File: src/rtl/e_pkg.sv
// Shared types for the e-calc multiply slice: word format and the serial
// multiplier state encoding.
package e_pkg;

  localparam int WORD_W = 16;

  typedef logic [WORD_W-1:0] word_t;

  typedef enum logic [2:0] {
    IDLE,
    LOAD,
    MAC,
    COLEND,
    DONE
  } mulst_t;

endpackage

File: src/rtl/e_mac16.sv
// Combinational multiply-accumulate: one 16x16 unsigned partial product
// added into the column accumulator. No registers inside.
module e_mac16
  import e_pkg::*;
#(
  parameter int ACC_W = 48
) (
  input  logic [ACC_W-1:0] i_acc_in,
  input  word_t            i_a,
  input  word_t            i_b,
  output logic [ACC_W-1:0] o_acc_out
);

  logic [2*WORD_W-1:0] w_prod;

  assign w_prod    = i_a * i_b;
  assign o_acc_out = i_acc_in + {{(ACC_W - 2*WORD_W){1'b0}}, w_prod};

endmodule

File: src/rtl/e_multi_serial.sv
// Serial column-wise truncated fixed-point multiplier with a start/done
// handshake. Word 0 (integer word) sits in the most significant 16 bits.
module e_multi_serial
  import e_pkg::*;
#(
  parameter int WORDS = 32,
  parameter int ACC_W = 48
) (
  input  logic                    clk,
  input  logic                    rst_n,
  input  logic                    start,
  input  logic [WORD_W*WORDS-1:0] A,
  input  logic [WORD_W*WORDS-1:0] B,
  output logic                    done,
  output logic                    busy,
  output logic [WORD_W*WORDS-1:0] product
);

  localparam int CNT_W = $clog2(2 * WORDS);
  localparam int IDX_W = $clog2(WORDS);
  localparam logic [CNT_W-1:0] K_MAX = CNT_W'(2 * WORDS - 2);
  localparam logic [CNT_W-1:0] I_MAX = CNT_W'(WORDS - 1);
  localparam logic [CNT_W-1:0] K_LIM = CNT_W'(WORDS);

  if (WORDS < 2 || WORDS > 65535) begin : g_bad_words
    $error("e_multi_serial: WORDS must be in 2..65535");
  end
  if (ACC_W < 2 * WORD_W + $clog2(WORDS) + 1) begin : g_bad_acc
    $error("e_multi_serial: ACC_W too narrow for WORDS");
  end

  mulst_t           r_state;
  logic [CNT_W-1:0] r_k;
  logic [CNT_W-1:0] r_i;
  logic [ACC_W-1:0] r_acc;
  word_t            r_op_a    [WORDS];
  word_t            r_op_b    [WORDS];
  word_t            r_product [WORDS];

  logic [CNT_W-1:0] w_j;
  logic [CNT_W-1:0] w_i_lo;
  logic [CNT_W-1:0] w_k_dec;
  word_t            w_a;
  word_t            w_b;
  logic [ACC_W-1:0] w_acc_next;

  // Column k pairs opA[i] with opB[k-i]; i walks down to the lowest legal index.
  assign w_j     = r_k - r_i;
  assign w_i_lo  = (r_k > I_MAX) ? r_k - I_MAX : '0;
  assign w_k_dec = r_k - 1'b1;
  assign w_a     = r_op_a[r_i[IDX_W-1:0]];
  assign w_b     = r_op_b[w_j[IDX_W-1:0]];

  e_mac16 #(.ACC_W(ACC_W)) u_mac (
    .i_acc_in  (r_acc),
    .i_a       (w_a),
    .i_b       (w_b),
    .o_acc_out (w_acc_next)
  );

  // NOTE: operand copies are pure datapath storage, always written in LOAD
  // before use, so they carry no reset and live in their own block.
  always_ff @(posedge clk) begin
    if (r_state == LOAD) begin
      for (int n = 0; n < WORDS; n++) begin
        r_op_a[n] <= A[WORD_W*(WORDS-1-n) +: WORD_W];
        r_op_b[n] <= B[WORD_W*(WORDS-1-n) +: WORD_W];
      end
    end
  end

  // NOTE: product words are visible on the port in IDLE, so unlike the
  // operand copies they are cleared by reset.
  always_ff @(posedge clk or negedge rst_n) begin
    if (!rst_n) begin
      r_state <= IDLE;
      r_k     <= '0;
      r_i     <= '0;
      r_acc   <= '0;
      done    <= 1'b0;
      busy    <= 1'b0;
      for (int n = 0; n < WORDS; n++) r_product[n] <= '0;
    end else begin
      case (r_state)
        IDLE: begin
          done <= 1'b0;
          if (start) begin
            r_state <= LOAD;
            busy    <= 1'b1;
          end
        end
        LOAD: begin
          r_k     <= K_MAX;
          r_i     <= I_MAX;
          r_acc   <= '0;
          r_state <= MAC;
        end
        MAC: begin
          r_acc <= w_acc_next;
          if (r_i == w_i_lo) r_state <= COLEND;
          else               r_i     <= r_i - 1'b1;
        end
        COLEND: begin
          if (r_k < K_LIM) r_product[r_k[IDX_W-1:0]] <= r_acc[WORD_W-1:0];
          r_acc <= r_acc >> WORD_W;
          if (r_k == '0) begin
            r_state <= DONE;
            done    <= 1'b1;
            busy    <= 1'b0;
          end else begin
            r_k     <= w_k_dec;
            r_i     <= (w_k_dec > I_MAX) ? I_MAX : w_k_dec;
            r_state <= MAC;
          end
        end
        DONE: begin
          done    <= 1'b0;
          r_state <= IDLE;
        end
        default: r_state <= IDLE;
      endcase
    end
  end

  always_comb begin
    product = '0;
    for (int n = 0; n < WORDS; n++) product[WORD_W*(WORDS-1-n) +: WORD_W] = r_product[n];
  end

endmodule

File: config.mk
export PLATFORM = sky130hd
export DESIGN_NAME = e_multi_serial
export DESIGN_NICKNAME = d
export VERILOG_FILES = /design/src/rtl/e_pkg.sv /design/src/rtl/e_mac16.sv /design/src/rtl/e_multi_serial.sv
export SDC_FILE = /design/constraint.sdc
export NUM_CORES = 2
export LEC_CHECK = 0
export CORE_AREA = 2 2 604 606
export DETAILED_ROUTE_END_ITERATION = 10
export DIE_AREA = 0 0 606 608
export HOLD_SLACK_MARGIN = 0.1
export PLACE_DENSITY_LB_ADDON = 0.3
export SYNTH_ARGS = -nofsm -noshare
export SYNTH_HDL_FRONTEND = slang
export SYNTH_HIERARCHICAL = 1
export SYNTH_SLANG_ARGS = --single-unit
File: constraint.sdc
create_clock -name clk -period 49.2 [get_ports clk]
set_input_delay 9.84 -clock clk [delete_from_list [all_inputs] [get_ports clk]]
set_output_delay 9.84 -clock clk [all_outputs]
set_load 0.02 [all_outputs]
==> reports/metrics.cfg <==
[min_path]
hold_class=reg2reg
min_delay_worst_endpoint=product[120]$_DFFE_PN0P_
hold_path_startpoint=product[120]$_DFFE_PN0P_
whs_path_depth=1

[grt]
gr-usage-met1=0.167
grt_pass1_wl_um=372000
grt_use_met3=0.0269
gr-usage-met2=0.267
overflow=0
antenna_found_initial=71
grt_usage=0.143
grt_pass1_vias=45800
grt-busiest-layer=met2
grt_max_degree=204

[die]
dieArea_um2=368000
rows=221
num_io_pins=1541
fp.dieH_um=608
die_w_um=606
core_area_um2=362000
start_util=0.198

[finish]
layout.area.seq_um2=45200
fill_cells=36700
fin_nets=7104
drive_above_1_share=0.215
multi_input_area_um2=24100
area_delta_synth_final_pct=38.2

[critical_path]
crit_type=reg2out
worst_setup_path_start_kind=register
crit_arrival_ns=1.95
cp_max_fo=2
crit_buf_inv=1
rr_startpoint=r_i[0]$_DFFE_PN0P_
rrSetupSlack_ns=38.25
cp.required_ns=39.36
reg2regPathDepth=28
max_stage_delay_ns=0.72
cpMaxStageDelayCell=clkdlybuf4s50_1
crit_family=buffers and inverters
crit_path_end_kind=output port
crit_chain=clkdlybuf4s50_1
r2r_end=r_acc[47]$_DFFE_PN0P_

[detailed_routing]
drc_errors=0
antenna_left=0
routed_wirelength_um=271000
viasPerCell=4.01
dr.pass1.iters=5
vias=42900
wl_per_cell_um=25.4
drtIter0Drc=2935

[flow_run]
maxCapViolCount=0

[placement]
globalplace.congestion=0.833
port_buffers=1540
hpwl_um=204000

[sta]
hold_viol=0
rsz0062_at_grt=no
slew_viol_final=0
finalSetupTns_ns=0
skew_ns=0.0750
worstMarginPinSlew_ns=1.22
finalSetupViolCount=0
slew_headroom=0.184
timing.final.crit_share=0.240
period_needed_ns=11.79
max_freq_mhz=84.8

[clock_tree]
cts_resized=0
h-tree-depth=4
cts_num_sinks=1601
cts.clk_slew.worst_paths_ns=0.06
clock_path_buffers=4
clock_latency_ns=0.86
cts-root-buf=clkbuf_16
cts_tree=done
numCtsBuffers=187
postCtsSetupBuffers=0
ctsHoldBuffers=0

[yosys]
synth-simple-area-share=0.0367
synth-edff-count=1024
muxShareOfSynthArea=0.189
synth_fp_nets=5539
synth_compound_area_frac=0.0186
yosysTopAreaCellShare=0.430
synth-adder-area-share=0.0845
synth.most_common_cell=edfxtp_1
avgSynthCellArea_um2=17.2
synth_top_family_by_area=multiplexers
synth_top_cell_by_area=edfxtp_1
synthXorXnorAreaFrac=0.00670
syn_area_um2=71500
synth_area_leaders=edfxtp_1 (43%), dfrtp_1 (20%), mux4_2 (10%)
synth.top_cells.by_count=edfxtp_1 (1024), dfrtp_1 (577), mux2_2 (509)
synth.distinct_cells=86
seq_area_frac_synth=0.632
ys_warn_count=6
synth_top_flop_cell=edfxtp_1
synthCells=4165
ys_seq_elements=1601
async_flop_share=0.360

[outcome]
status=complete, no violations

registers in the layout, summed over array words and instances, names as in the netlist:
register / flops
product: 512
r_op_a: 512
r_op_b: 512
r_acc: 48
r_i: 6
r_k: 6
r_state: 3
busy: 1
done: 1
area by class of cell:
class,instances,share of cell area
Sequential cell,1601,0.457
Multi-Input combinational cell,2001,0.244
Timing Repair Buffer,1607,0.161
Tap cell,4794,0.0607
Clock buffer,233,0.0507
Clock inverter,109,0.0127
Inverter,332,0.0126
Antenna cell,22,0.000557
per-layer routing:
metal	vias up	wire length [um]
met5	-	212
met4	34	6230
met3	310	14700
met2	1392	145000
met1	22700	105000
li1	18500	-
metrics by stage:
step / utilization / worst slack (ns) / instance area (um^2) / hold slack (ns) / std cells
after floorplan: - / 3.79 / 71500 / 0.461 / 4165
after global placement: 0.256 / 36.72 / 92500 / 0.472 / 10300
after detailed placement: 0.256 / 36.64 / 92500 / 0.475 / 10300
after CTS: 0.273 / 37.29 / 98800 / 0.489 / 10700
after global routing: 0.273 / 37.30 / 98800 / 0.507 / 10700
final: 0.273 / 37.41 / 98800 / 0.484 / 10700
layout by cell type, fill, tap and decap left out, types with 6 or more instances in the layout:
master,instances
clkdlybuf4s50_1,1539
edfxtp_1,1024
dfrtp_1,556
mux2_2,509
inv_1,330
mux4_2,320
nand2_1,259
fa_1,226
clkbuf_16,190
and2_1,123
ha_1,119
buf_4,64
o21ai_0,51
clkinv_2,37
nor2_1,36
mux2i_1,36
a21oi_1,33
clkbuf_1,33
xnor2_1,30
clkinv_1,29
nand2_2,24
diode_2,22
bufinv_16,21
mux2_1,20
xor2_1,20
a21o_1,19
dfrtp_2,19
nand3_1,16
a22o_1,16
nor3_1,11
clkbuf_8,10
and3_1,8
a31oi_1,8
o21a_1,7
nand4_1,7
nand2b_1,6
inv_6,6
o211ai_1,6
worst max-delay path by stage:
stage | slack (ns) | from | depth (start not counted) | endpoint
finish | 37.41 | product[47]$_DFFE_PN0P_ | 1 | product[47]
detailed placement | 36.64 | rst_n | 3 | r_i[1]$_DFFE_PN0P_
global route | 37.30 | product[4]$_DFFE_PN0P_ | 1 | product[4]
floorplan | 3.79 | r_state[1]$_DFFE_PN0P_ | 2 | r_op_a[0][0]$_DFFE_PP_
CTS | 37.29 | busy$_DFFE_PN0P_ | 1 | busy
global placement | 36.72 | rst_n | 3 | r_i[1]$_DFFE_PN0P_
cells by family (layout without fill, tap and decap cells):
group,count (synthesis),in the layout
xor gates and xnor gates,53,53
buffers and inverters,563,2281
adders and majority gates,347,347
other,0,22
AOI/OAI and AO/OA,189,189
DFF,1601,1601
muxes,885,885
and+or+nand+nor,527,527
Power is not shown: default switching activity piles up to over one toggle a cycle in this logic, so the estimate is an artifact.
